[src/rtl/memory_arbiter_pkg.sv]
// ---------------------------------------------------------------------------
// memory_arbiter_pkg
//   Shared types and constants for the two-port memory arbiter.
//   - state_e          : arbiter FSM states
//   - PORT_CONTROLLER  : port index of the controller (port 0)
//   - PORT_CORE        : port index of the processor under test (port 1)
//   - NUM_LANES        : byte lanes per memory word
// ---------------------------------------------------------------------------
package memory_arbiter_pkg;

   typedef enum logic [2:0] {
      S_IDLE,
      S_READ,
      S_RMW_READ,
      S_WRITE,
      S_RESP
   } state_e;

   localparam logic PORT_CONTROLLER = 1'b0;
   localparam logic PORT_CORE       = 1'b1;

   localparam int NUM_LANES  = 4;
   localparam int LANE_WIDTH = 8;
   localparam int WORD_WIDTH = NUM_LANES * LANE_WIDTH;

   localparam logic [NUM_LANES-1:0] BE_NONE = '0;
   localparam logic [NUM_LANES-1:0] BE_FULL = '1;

endpackage

[src/rtl/byte_lane_merge.sv]
// ---------------------------------------------------------------------------
// byte_lane_merge
//   Combinational lane merge for read-modify-write: every lane whose mask
//   bit is set comes from the new word, the rest from the old word.
//   Ports:
//     old_word_i : word currently held in memory
//     new_word_i : word supplied by the requestor
//     mask_i     : lane enables, bit i selects bits 8i+7:8i of new_word_i
//     merged_o   : resulting word to write back
// ---------------------------------------------------------------------------
module byte_lane_merge
   import memory_arbiter_pkg::*;
(
   input  logic [WORD_WIDTH-1:0] old_word_i,
   input  logic [WORD_WIDTH-1:0] new_word_i,
   input  logic [NUM_LANES-1:0]  mask_i,
   output logic [WORD_WIDTH-1:0] merged_o
);

   always_comb begin
      // NOTE: assign every always_comb output a default before any
      // conditional update; a path that leaves it unassigned infers a latch.
      merged_o = old_word_i;
      for (int i = 0; i < NUM_LANES; i++) begin
         if (mask_i[i]) begin
            merged_o[LANE_WIDTH*i +: LANE_WIDTH] = new_word_i[LANE_WIDTH*i +: LANE_WIDTH];
         end
      end
   end

endmodule

[src/rtl/memory_arbiter.sv]
// ---------------------------------------------------------------------------
// memory_arbiter
//   Two-port arbiter in front of a single-ported, whole-word memory.
//   Services one request at a time, round-robin (or port 0 first when
//   FIXED_PRIORITY=1), and emulates byte-enable writes by read-modify-write.
//   Ports:
//     clk, reset                  : clock, synchronous active-high reset
//     pN_read / pN_write          : request strobes (write wins over read)
//     pN_address                  : byte address
//     pN_write_data, pN_byte_enable : write word and lane mask
//     pN_read_data                : registered read word, held between reads
//     pN_response                 : one-cycle completion pulse
//     mem_read / mem_write        : memory strobes, never both high
//     mem_address                 : word-aligned address to memory
//     mem_write_data              : word written to memory
//     mem_read_data, mem_response : memory return path
// ---------------------------------------------------------------------------
module memory_arbiter
   import memory_arbiter_pkg::*;
#(
   parameter int ADDRESS_WIDTH  = 32,
   parameter bit FIXED_PRIORITY = 1'b0
) (
   input  logic                     clk,
   input  logic                     reset,
   input  logic                     p0_read,
   input  logic                     p0_write,
   input  logic [ADDRESS_WIDTH-1:0] p0_address,
   input  logic [WORD_WIDTH-1:0]    p0_write_data,
   input  logic [NUM_LANES-1:0]     p0_byte_enable,
   output logic [WORD_WIDTH-1:0]    p0_read_data,
   output logic                     p0_response,
   input  logic                     p1_read,
   input  logic                     p1_write,
   input  logic [ADDRESS_WIDTH-1:0] p1_address,
   input  logic [WORD_WIDTH-1:0]    p1_write_data,
   input  logic [NUM_LANES-1:0]     p1_byte_enable,
   output logic [WORD_WIDTH-1:0]    p1_read_data,
   output logic                     p1_response,
   output logic                     mem_read,
   output logic                     mem_write,
   output logic [ADDRESS_WIDTH-1:0] mem_address,
   output logic [WORD_WIDTH-1:0]    mem_write_data,
   input  logic [WORD_WIDTH-1:0]    mem_read_data,
   input  logic                     mem_response
);

   localparam logic [ADDRESS_WIDTH-1:0] WORD_MASK = ~ADDRESS_WIDTH'(3);

   state_e                   state_q;
   logic                     grant_q;
   logic                     last_grant_q;
   logic [NUM_LANES-1:0]     be_q;
   logic                     mem_read_q;
   logic                     mem_write_q;
   logic [ADDRESS_WIDTH-1:0] mem_address_q;
   logic [WORD_WIDTH-1:0]    mem_write_data_q;
   logic [WORD_WIDTH-1:0]    p0_read_data_q;
   logic [WORD_WIDTH-1:0]    p1_read_data_q;
   logic                     p0_response_q;
   logic                     p1_response_q;

   logic                     p0_req;
   logic                     p1_req;
   logic                     sel;
   logic                     sel_write;
   logic [ADDRESS_WIDTH-1:0] sel_address;
   logic [WORD_WIDTH-1:0]    sel_write_data;
   logic [NUM_LANES-1:0]     sel_be;
   logic [WORD_WIDTH-1:0]    merged_word;

   // Winner selection for the IDLE cycle; last_grant_q breaks ties.
   always_comb begin
      p0_req = p0_read | p0_write;
      p1_req = p1_read | p1_write;
      if (p0_req && p1_req) begin
         sel = FIXED_PRIORITY ? PORT_CONTROLLER : ~last_grant_q;
      end else begin
         sel = p1_req ? PORT_CORE : PORT_CONTROLLER;
      end
      sel_write      = (sel == PORT_CORE) ? p1_write       : p0_write;
      sel_address    = (sel == PORT_CORE) ? p1_address     : p0_address;
      sel_write_data = (sel == PORT_CORE) ? p1_write_data  : p0_write_data;
      sel_be         = (sel == PORT_CORE) ? p1_byte_enable : p0_byte_enable;
   end

   // The latched write word doubles as the "new" side of the merge.
   byte_lane_merge u_merge (
      .old_word_i (mem_read_data),
      .new_word_i (mem_write_data_q),
      .mask_i     (be_q),
      .merged_o   (merged_word)
   );

   always_ff @(posedge clk) begin
      // NOTE: sequential state uses non-blocking assignments only, so every
      // register samples pre-edge values regardless of statement order.
      if (reset) begin
         state_q          <= S_IDLE;
         grant_q          <= PORT_CONTROLLER;
         last_grant_q     <= PORT_CORE;
         be_q             <= '0;
         mem_read_q       <= 1'b0;
         mem_write_q      <= 1'b0;
         mem_address_q    <= '0;
         mem_write_data_q <= '0;
         p0_read_data_q   <= '0;
         p1_read_data_q   <= '0;
         p0_response_q    <= 1'b0;
         p1_response_q    <= 1'b0;
      end else begin
         // Response pulses last exactly one cycle unless re-armed below.
         p0_response_q <= 1'b0;
         p1_response_q <= 1'b0;
         unique case (state_q)
            S_IDLE: begin
               if (p0_req || p1_req) begin
                  grant_q          <= sel;
                  last_grant_q     <= sel;
                  mem_address_q    <= sel_address & WORD_MASK;
                  mem_write_data_q <= sel_write_data;
                  be_q             <= sel_be;
                  if (!sel_write) begin
                     mem_read_q <= 1'b1;
                     state_q    <= S_READ;
                  end else if (sel_be == BE_FULL) begin
                     mem_write_q <= 1'b1;
                     state_q     <= S_WRITE;
                  end else if (sel_be == BE_NONE) begin
                     // Nothing to write: complete without touching memory.
                     if (sel == PORT_CORE) p1_response_q <= 1'b1;
                     else                  p0_response_q <= 1'b1;
                     state_q <= S_RESP;
                  end else begin
                     mem_read_q <= 1'b1;
                     state_q    <= S_RMW_READ;
                  end
               end
            end
            S_READ: begin
               if (mem_response) begin
                  mem_read_q <= 1'b0;
                  if (grant_q == PORT_CORE) begin
                     p1_read_data_q <= mem_read_data;
                     p1_response_q  <= 1'b1;
                  end else begin
                     p0_read_data_q <= mem_read_data;
                     p0_response_q  <= 1'b1;
                  end
                  state_q <= S_RESP;
               end
            end
            S_RMW_READ: begin
               if (mem_response) begin
                  mem_read_q       <= 1'b0;
                  mem_write_q      <= 1'b1;
                  mem_write_data_q <= merged_word;
                  state_q          <= S_WRITE;
               end
            end
            S_WRITE: begin
               if (mem_response) begin
                  mem_write_q <= 1'b0;
                  if (grant_q == PORT_CORE) p1_response_q <= 1'b1;
                  else                      p0_response_q <= 1'b1;
                  state_q <= S_RESP;
               end
            end
            S_RESP: begin
               state_q <= S_IDLE;
            end
            default: begin
               state_q <= S_IDLE;
            end
         endcase
      end
   end

   assign p0_read_data   = p0_read_data_q;
   assign p1_read_data   = p1_read_data_q;
   assign p0_response    = p0_response_q;
   assign p1_response    = p1_response_q;
   assign mem_read       = mem_read_q;
   assign mem_write      = mem_write_q;
   assign mem_address    = mem_address_q;
   assign mem_write_data = mem_write_data_q;

endmodule
[config.mk]
export PLATFORM = sky130hd
export DESIGN_NAME = memory_arbiter
export DESIGN_NICKNAME = d
export VERILOG_FILES = /design/src/rtl/memory_arbiter_pkg.sv /design/src/rtl/byte_lane_merge.sv /design/src/rtl/memory_arbiter.sv
export SDC_FILE = /design/constraint.sdc
export NUM_CORES = 1
export LEC_CHECK = 0
export CORE_MARGIN = 1
export CORE_UTILIZATION = 40
export DETAILED_ROUTE_END_ITERATION = 7
export PLACE_DENSITY = 0.9
export SLEW_MARGIN = 10
export SYNTH_ARGS = -nofsm -noshare
export SYNTH_HDL_FRONTEND = slang
export SYNTH_HIERARCHICAL = 1
export SYNTH_SLANG_ARGS = --single-unit
[constraint.sdc]
create_clock -name clk -period 2.2 [get_ports clk]
set_input_delay 0.55 -clock clk [delete_from_list [all_inputs] [get_ports clk]]
set_output_delay 0.55 -clock clk [all_outputs]
set_load 0.005 [all_outputs]
==> results of run 1 <==
layer usage:
layer,GRT usage,wire [um]
met5,0,0
met4,0.1406,703
met3,0.07573,1925
met2,0.5117,12270
met1,0.2967,9219
cell families (layout without fill, tap and decap cells):
| kind of cell | Yosys count | after routing | synth area share |
|---|---|---|---|
| AOI/OAI and AO/OA | 183 | 183 | 0.2043 |
| xor gates and xnor gates | 1 | 1 | 0.001324 |
| buffers and inverters | 111 | 407 | 0.07604 |
| DFF | 139 | 139 | 0.4207 |
| muxes | 34 | 34 | 0.07585 |
| other | 1 | 2 | 0.0005669 |
| and+or+nand+nor | 332 | 332 | 0.2213 |
placed cells by master, fill, tap and decap left out, drive strengths merged, types with 34 or more instances in the layout:
master	n
buf	41
nand3	35
inv	36
a311oi	34
nand2	172
a21oi	67
clkdlybuf4s50	299
o32ai	34
dfxtp	139
nor2	67
stage by stage:
| step | total power [mW] | utilization | TNS [ns] | std cells |
|---|---|---|---|---|
| after floorplan | 5.653 | - | 0 | 802 |
| after global placement | 7.561 | 0.6239 | -9.024 | 1282 |
| after detailed placement | 7.699 | 0.6239 | -12.54 | 1282 |
| after CTS | 10.49 | 0.6598 | 0 | 1314 |
| after global routing | 11.01 | 0.6598 | 0 | 1314 |
| final | 10.46 | 0.6598 | 0 | 1314 |
critical path: cells and delay by family:
family / cells / cell delay [ns]
buffers and inverters: 4 / 1.00
AO/OA/AOI/OAI: 3 / 0.70
AND/OR/NAND/NOR: 1 / 0.14
flip-flops by register name (all words and copies together), names as in the netlist:
signal / flops
mem_write_data: 32
state_q: 3
p0_response: 1
mem_address: 30
grant_q: 1
mem_write: 1
mem_read: 1
be_q: 4
p0_read_data: 32
last_grant_q: 1
p1_response: 1
p1_read_data: 32
worst min-delay path by stage:
stage	start	endpoint	slack (ns)	cells after the start
floorplan	p0_read_data[0]	p0_read_data[0]	0.45	2
global placement	p0_read_data[29]	p0_read_data[29]	0.44	2
detailed placement	p1_read_data[5]	p1_read_data[5]	0.45	2
CTS	reset	mem_address[21]	0.40	2
global route	reset	mem_address[22]	0.41	2
finish	reset	mem_address[22]	0.42	2
cell type report:
cell class                      instances  area [um^2]  area share
Timing Repair Buffer                  340         3426      0.3245
Multi-Input combinational cell        552         3373      0.3195
Sequential cell                       139         2783      0.2636
Clock buffer                           22        484.2     0.04586
Tap cell                              216        270.3     0.02560
Inverter                               35        131.4     0.01244
Clock inverter                         10        90.09    0.008533
where the power goes:
| part | switching (mW) | internal [mW] | leakage, nW | total, mW |
|---|---|---|---|---|
| Clock | 1.11 | 1.67 | 0.278 | 2.78 |
| Combinational | 1.85 | 2.26 | 2.55 | 4.12 |
| Sequential | 0.518 | 3.05 | 1.14 | 3.56 |
==> reports/qor.csv, run 1 <==
stage;metric;value;unit
floorplan;initial_core_util;0.4134;
synthesis;ys_seq_area_frac;0.4207;
place;port_buffers;300;
place;dp_hpwl;17.82;mm
cells_and_area;drive_above_1_share;0.1138;
worst_setup_path;worst-endpoint-required;2.50;ns
floorplan;die_h;130.6;um
drt;via_per_inst;5.382;
floorplan;fp-row-count;46;
worst_setup_path;r2r-start;state_q[2];
worst_setup_path;crit_type;in -> reg;
timing;timing.hold.ws;0.4202;ns
drt;vias;7072;
clock_tree;post_cts_resized;0;
floorplan;ios;307;
place;place_area;9983;um^2
worst_setup_path;endpoint;mem_write_data[1];
synthesis;yosys_warnings;6;
run;cap_violations;0;
clock_tree;postCtsHoldBufs;0;
clock_tree;worstSkewPairLatency;0.42;ns
floorplan;dieArea;17060;um^2
synthesis;ys.flop_type;dfxtp_1;
timing;hold_violations;0;
synthesis;synth_top_area_frac;0.4207;
timing;fin_skew;0.01097;ns
synthesis;postSynth.asyncResetShare;0;
worst_setup_path;cp_max_fo;12;
synthesis;netlist_area;6615;um^2
worst_setup_path;r2r_cells;6;
drt;first_pass_iters;5;
pwr;power.density;990.8;nW/um^2
timing;setup_ws;0.09365;ns
worst_setup_path;critPathMaxStageDelay;0.46;ns
cells_and_area;fill_cells;1289;
drt;routed_wl;24.12;mm
drt;drtIter0Drc;350;
global_routing;grt_use_total;0.2806;
cells_and_area;area_growth;59.60;%
worst_setup_path;worstSetupStartpoint;p0_write;
synthesis;yosysTopAreaCell;dfxtp_1;
place;globalplace.congestion;0.8481;
global_routing;grt_pass1_vias;7029;
cells_and_area;num_antenna_cells;0;
worst_setup_path;rrSetupSlack;0.25;ns
synthesis;ys_seq_elements;139;
synthesis;synth_most_common_cell;nand2_1;
clock_tree;post-cts-setup-buffers;0;
clock_tree;h-tree-depth;4;
synthesis;syn_inst;801;
pwr;leakage;3.969;nW
worst_setup_path;slowest_stage;clkdlybuf4s50_1;
global_routing;grt_max_degree;51;
drt;drc;0;
clock_tree;cts_buffer_depth;2;
timing;worst_pin_slew;0.7197;ns
cells_and_area;nNetsFinal;1260;
worst_setup_path;cp-end-kind;register;
worst_setup_path;start_kind;input pin;
worst_setup_path;timing.rr.end;mem_write_data[1];
status;status;completed;
cells_and_area;finish.instance_area;10560;um^2
synthesis;synthDistinctLibCells;47;
synthesis;syn_area_per_cell;8.259;um^2
drt;final_antenna_net_count;0;
clock_tree;cts.reportedPaths.clkPinSlew;0.06;ns
worst_setup_path;cp_cell_sequence;clkdlybuf4s50_1 -> buf_4 -> o21ai_4 -> nand2_2 -> buf_12 -> a211oi_1 -> buf_4 -> o32ai_1;
timing;rsz0062_at_grt;no;
worst_setup_path;crit_top_cell;buf_4;
global_routing;overflow;0;
clock_tree;cts_sinks;139;
clock_tree;cts_tree;yes;
worst_setup_path;cp.arrival;2.41;ns
floorplan;coreArea;16000;um^2
timing;drv_slew;0;
synthesis;synth_edf_count;0;
timing;max_freq;0.4748;GHz
worst_hold_path;holdCritPathClass;in -> reg;
global_routing;grt_pass1_wl;35.97;mm
global_routing;antenna_found_initial;0;
timing;fin_crit_sh;0.9574;
timing;setup_viol;0;
timing;slew_headroom;0.5195;
synthesis;synth_common_cells;nand2_1 (172), dfxtp_1 (139), a21oi_1 (67), nor2_1 (67), clkbuf_1 (48);
clock_tree;cts_made_buffers;17;
synthesis;synth.area.top_cells;dfxtp_1 (42%), nand2_1 (9.8%), mux2_4 (7.3%);
drt;post_drt_wl_per_cell;18.36;um
timing;period_minus_slack;2.106;ns
floorplan;die_w;130.6;um
place;pre_cts_ws;-0.2837;ns
pwr;ir_drop;533.8;uV
clock_tree;root_buffer;clkbuf_16;
Note: power is estimated with default switching activity, not from simulation.
==> run 2, diff against run 1 <==
==> constraint.sdc (replaced) <==
create_clock -name clk -period 2.2 [get_ports clk]
set_input_delay 0.66 -clock clk [delete_from_list [all_inputs] [get_ports clk]]
set_output_delay 0.66 -clock clk [all_outputs]
set_load 0.005 [all_outputs]
==> reports/qor.csv, run 2 (synthesized netlist as in run 1, its figures left out) <==
stage;metric;value;unit
status;status;completed;
timing;worst_pin_slew;0.7020;ns
worst_setup_path;crit_type;in -> reg;
global_routing;grt_pass1_wl;36.31;mm
cells_and_area;final_common_cell;clkdlybuf4s50_1;
clock_tree;worstSkewPairLatency;0.42;ns
timing;fin_crit_sh;0.9892;
floorplan;dieArea;17060;um^2
drt;vias;7192;
pwr;power.density;986.3;nW/um^2
place;port_buffers;300;
timing;drv_slew;0;
global_routing;grt_pass1_vias;7106;
drt;via_per_inst;5.440;
clock_tree;h-tree-depth;4;
floorplan;die_h;130.6;um
timing;setup_viol;0;
worst_setup_path;cp_max_fo;22;
timing;slew_headroom;0.5314;
place;globalplace.congestion;0.8648;
floorplan;ios;307;
floorplan;coreArea;16000;um^2
worst_setup_path;cp_cell_sequence;clkdlybuf4s50_1 -> or2_2 -> nand2_2 -> buf_4 -> a211oi_1 -> o32ai_1;
drt;post_drt_wl_per_cell;18.48;um
timing;hold_violations;0;
timing;setup_ws;0.02377;ns
worst_hold_path;holdCritPathClass;reg -> reg;
place;dp_hpwl;17.81;mm
clock_tree;cts_tree;yes;
drt;drc;0;
timing;rsz0062_at_grt;no;
timing;fin_skew;0.008230;ns
clock_tree;post-cts-setup-buffers;0;
clock_tree;root_buffer;clkbuf_16;
worst_setup_path;start_kind;input pin;
worst_setup_path;critPathMaxStageDelay;0.46;ns
drt;drtIter0Drc;338;
place;pre_cts_ws;-0.3816;ns
pwr;ir_drop;585.7;uV
floorplan;die_w;130.6;um
clock_tree;cts_buffer_depth;2;
global_routing;grt_use_total;0.2813;
floorplan;fp-row-count;46;
worst_setup_path;cp_num_buf_inv;2;
timing;period_minus_slack;2.176;ns
worst_setup_path;slowest_stage;clkdlybuf4s50_1;
global_routing;grt_max_degree;87;
global_routing;overflow;0;
cells_and_area;final_util;0.6636;
place;place_area;10040;um^2
cells_and_area;layout_common_cells;clkdlybuf4s50_1 (299), nand2_1 (171), dfxtp_1 (139);
worst_setup_path;crit_family;buffers and inverters;
pwr;leakage;4.003;nW
drt;routed_wl;24.43;mm
clock_tree;cts_made_buffers;17;
cells_and_area;nNetsFinal;1266;
worst_setup_path;cp-end-kind;register;
cells_and_area;drive_above_1_share;0.1196;
worst_setup_path;worst-endpoint-required;2.51;ns
clock_tree;cts_sinks;139;
run;cap_violations;0;
worst_setup_path;cp.arrival;2.48;ns
floorplan;initial_core_util;0.4134;
cells_and_area;finish.instance_area;10620;um^2
drt;first_pass_iters;6;
clock_tree;cts.reportedPaths.clkPinSlew;0.06;ns
timing;max_freq;0.4595;GHz
worst_setup_path;rrSetupSlack;0.32;ns
drt;final_antenna_net_count;0;
global_routing;antenna_found_initial;2;
cells_and_area;area_growth;60.51;%
-- run 2: cell types whose count changed in the layout (fill, tap and decap cells not counted), sizes merged --
cell	delta
clkinv	+2
buf	+6
diode	+2
inv	-1
clkbuf	-1
-- run 2: timing repair --
action	in CTS	in global routing
resized for setup	0	1
hold buffers	0	0
endpoints found under the setup margin	0	7
-- run 2: path summary, 6_finish.rpt --
path	start	to	depth (start not counted)
setup / recovery	p1_write	mem_write_data[24]	6
hold / removal	p1_read_data[10]	p1_read_data[10]	2
setup reg to reg	state_q[2]	mem_write_data[1]	6
hold reg to reg	p1_read_data[10]	p1_read_data[10]	2
-- run 2: per-stage QoR --
stage	cells	total power, mW	setup TNS [ns]	hold slack, ns
2_1_floorplan	802	5.653	0	0.4527
3_3_place_gp	1288	7.601	-18.43	0.4403
3_5_place_dp	1288	7.751	-24.89	0.4457
4_1_cts	1320	10.51	0	0.4537
5_1_grt	1322	11.02	0	0.4684
6_report	1322	10.47	0	0.4511
-- run 2: power by group --
part	switching (mW)	leakage (nW)	internal [mW]
logic	1.88	2.59	2.31
clock network	1.09	0.275	1.64
registers	0.515	1.14	3.05
total	3.48	4.00	6.99
-- run 2: area by class of cell --
type	instances	area (um^2)
diodes	2	5.005
clock inverters	11	95.09
well taps	216	270.3
flip-flops and latches	139	2783
clock buffers	21	470.5
multi-input cells	552	3379
fillers	1275	5383
repair buffers	346	3483
inverters	35	131.4
-- run 2: worst register-to-register path: stages, from the launching register on --
cell      delay (ns)
dfxtp_1         0.64
nand2b_1        0.26
nor2_4          0.05
buf_12          0.18
a211oi_1        0.39
buf_4           0.18
o32ai_1         0.07
-- run 2: routing by layer --
layer	global-route usage	vias to the layer above	routed length, um
met5	0	-	0
met4	0.1433	0	824
met3	0.07980	56	2097
met2	0.5061	348	12410
met1	0.2995	3388	9095
li1	-	3400	-
==> run 3, diff against run 2 <==
Settings changed: GPL_TIMING_DRIVEN set to 0, PLACE_DENSITY 0.9 to 0.92, SYNTH_HIERARCHICAL 1 to unset.
==> reports/qor.csv, run 3 <==
stage;metric;value;unit
timing;slew_headroom;0.5297;
worst_setup_path;timing.rr.end;p1_read_data[5];
worst_setup_path;crit_type;in -> reg;
place;dp_hpwl;17.91;mm
timing;fin_crit_sh;0.9356;
pwr;clkPwrFrac;0.311;
place;place_area;9176;um^2
timing;fin_setup_tns;0;ns
clock_tree;root_buffer;clkbuf_16;
global_routing;grt_pass1_vias;6672;
worst_hold_path;hold_end;p0_read_data[9];
clock_tree;cts_tree;yes;
pwr;switchingPower;3.142;mW
worst_setup_path;start_kind;input pin;
floorplan;coreArea;14530;um^2
floorplan;ios;307;
synthesis;yosysTopAreaCell;dfxtp_1;
synthesis;ys_seq_elements;139;
global_routing;grt_max_degree;17;
run;cap_violations;0;
synthesis;netlist_area;5949;um^2
timing;max_freq;0.4858;GHz
status;status;completed;
global_routing;grt_pass1_wl;35.47;mm
synthesis;synth_edf_count;0;
worst_hold_path;holdCritPathClass;reg -> reg;
floorplan;dieArea;15360;um^2
worst_setup_path;cp.arrival;2.37;ns
cells_and_area;nNetsFinal;1262;
worst_setup_path;cp_max_fo;6;
synthesis;yosys_warnings;0;
pwr;leakage;3.752;nW
worst_setup_path;worst-endpoint-required;2.51;ns
floorplan;initial_core_util;0.4093;
synthesis;syn_area_per_cell;7.797;um^2
drt;final_antenna_net_count;0;
worst_hold_path;min-delay-start;p0_read_data[9];
synthesis;syn_inst;763;
drt;vias;7106;
synthesis;ys.flop_type;dfxtp_1;
pwr;sequentialPowerShare;0.336;
synthesis;synth_top_area_frac;0.4677;
pwr;internal-power;6.584;mW
clock_tree;cts_made_buffers;17;
timing;hold_violations;0;
synthesis;synthDistinctLibCells;40;
clock_tree;cts.reportedPaths.clkPinSlew;0.06;ns
clock_tree;cts_buffer_depth;2;
timing;rsz0062_at_grt;no;
place;globalplace.congestion;0.8837;
cells_and_area;area_growth;68.22;%
worst_setup_path;r2r_cells;8;
drt;drc;0;
timing;drv_slew;0;
drt;post_drt_wl_per_cell;18.98;um
global_routing;grt_use_total;0.3128;
global_routing;overflow;0;
worst_setup_path;cp-end-kind;register;
synthesis;synth_most_common_cell;nand2_1;
cells_and_area;layout_common_cells;clkdlybuf4s50_1 (294), nand2_1 (266), dfxtp_1 (139);
global_routing;busiest_layer;met2;
pwr;power.density;971.8;nW/um^2
pwr;p_total;9.726;mW
pwr;switching_share;0.3230;
clock_tree;worstSkewPairLatency;0.43;ns
place;port_buffers;299;
clock_tree;cts_sinks;139;
synthesis;synth.area.top_cells;dfxtp_1 (47%), nand2_1 (17%), a21oi_1 (5.7%);
global_routing;grt_use_met2;0.5184;
worst_hold_path;whs_path_depth;2;
pwr;power_frac_comb;0.353;
cells_and_area;finish.instance_area;10010;um^2
global_routing;antenna_found_initial;1;
floorplan;die_h;124.0;um
floorplan;fp-row-count;44;
worst_setup_path;rrSetupSlack;0.14;ns
clock_tree;h-tree-depth;4;
timing;setup_viol;0;
timing;worst_pin_slew;0.7054;ns
worst_setup_path;r2r-start;state_q[0];
drt;via_per_inst;5.530;
synthesis;ys_seq_area_frac;0.4677;
global_routing;met1_usage;0.3652;
cells_and_area;final_common_cell;clkdlybuf4s50_1;
synthesis;synth_common_cells;nand2_1 (267), dfxtp_1 (139), a21oi_1 (68), nor2_1 (46), clkbuf_1 (38);
floorplan;die_w;124.0;um
timing;period_minus_slack;2.058;ns
drt;routed_wl;24.39;mm
synthesis;postSynth.asyncResetShare;0;
pwr;ir_drop;528.9;uV
clock_tree;postCtsHoldBufs;0;
global_routing;grt_use_met3;0.08929;
cells_and_area;drive_above_1_share;0.08364;
drt;drtIter0Drc;581;
drt;first_pass_iters;5;
timing;fin_skew;0.007112;ns
## run 3: per-stage QoR
| step | setup WS [ns] | cells | util | hold WS, ns |
|---|---|---|---|---|
| 2_1_floorplan | 0.2253 | 764 | - | 0.4527 |
| 3_3_place_gp | -0.9715 | 1247 | 0.6314 | 0.4407 |
| 3_5_place_dp | -1.054 | 1247 | 0.6314 | 0.4457 |
| 4_1_cts | 0.004614 | 1280 | 0.6839 | 0.4543 |
| 5_1_grt | 0.02740 | 1285 | 0.6886 | 0.4766 |
| 6_report | 0.1416 | 1285 | 0.6886 | 0.4547 |
## run 3: final cells by class
class / instances / area [um^2]
fillers: 1153 / 4526
repair buffers: 305 / 3060
multi-input cells: 561 / 3012
flip-flops and latches: 139 / 2783
clock buffers: 20 / 456.7
plain buffers: 60 / 294.0
well taps: 184 / 230.2
clock inverters: 12 / 158.9
inverters: 3 / 11.26
diodes: 1 / 2.502
## run 3: how the worst max path moves through the flow
stage	from	slack, ns	depth (start not counted)	to
2_1_floorplan	p1_write	0.23	5	mem_write_data[0]
3_3_place_gp	p1_write	-0.97	6	mem_write_data[19]
3_5_place_dp	p1_write	-1.05	6	mem_write_data[19]
4_1_cts	p1_write	0.005	7	mem_write
5_1_grt	state_q[0]	0.03	8	p1_read_data[5]
6_report	p0_read	0.14	7	mem_write
## run 3: logic make-up after synthesis
kind of cell / count (synthesis) / share of synthesized area
AND/OR/NAND/NOR: 399 / 0.2845
other: 1 / 0.0006303
buffers and inverters: 64 / 0.04543
XOR/XNOR: 1 / 0.001472
flip-flops: 139 / 0.4677
multiplexers: 3 / 0.005048
AO/OA/AOI/OAI: 156 / 0.1952
## run 3: power groups by stage
stage | combinational, mW | sequential (mW) | clock, mW
floorplan | 1.42 | 3.32 | 0
global placement | 3.13 | 3.28 | 0
detailed placement | 3.20 | 3.30 | 0
CTS | 3.34 | 3.26 | 3.04
global route | 3.70 | 3.32 | 3.17
finish | 3.43 | 3.27 | 3.02
## run 3: repair_timing
action                                  in CTS  in global routing
pin swaps                                    3                  3
setup buffers                                2                  4
gates resized for setup                     38                 17
endpoints found under the setup margin     131                 84
## run 3: per-layer routing
layer	wire, um	part of all wire	up-vias
li1	-	-	3287
met1	9466	0.39	3348
met2	11660	0.48	381
met3	2205	0.090	90
met4	1057	0.043	0
met5	0	0	-
## run 3: worst max-delay path, stage by stage
cell	delay, ns
dlygate4sd2_1	0.35
nor4_4	0.11
or4_4	0.47
a311oi_4	0.22
buf_4	0.20
a221oi_2	0.06
a311oi_1	0.29
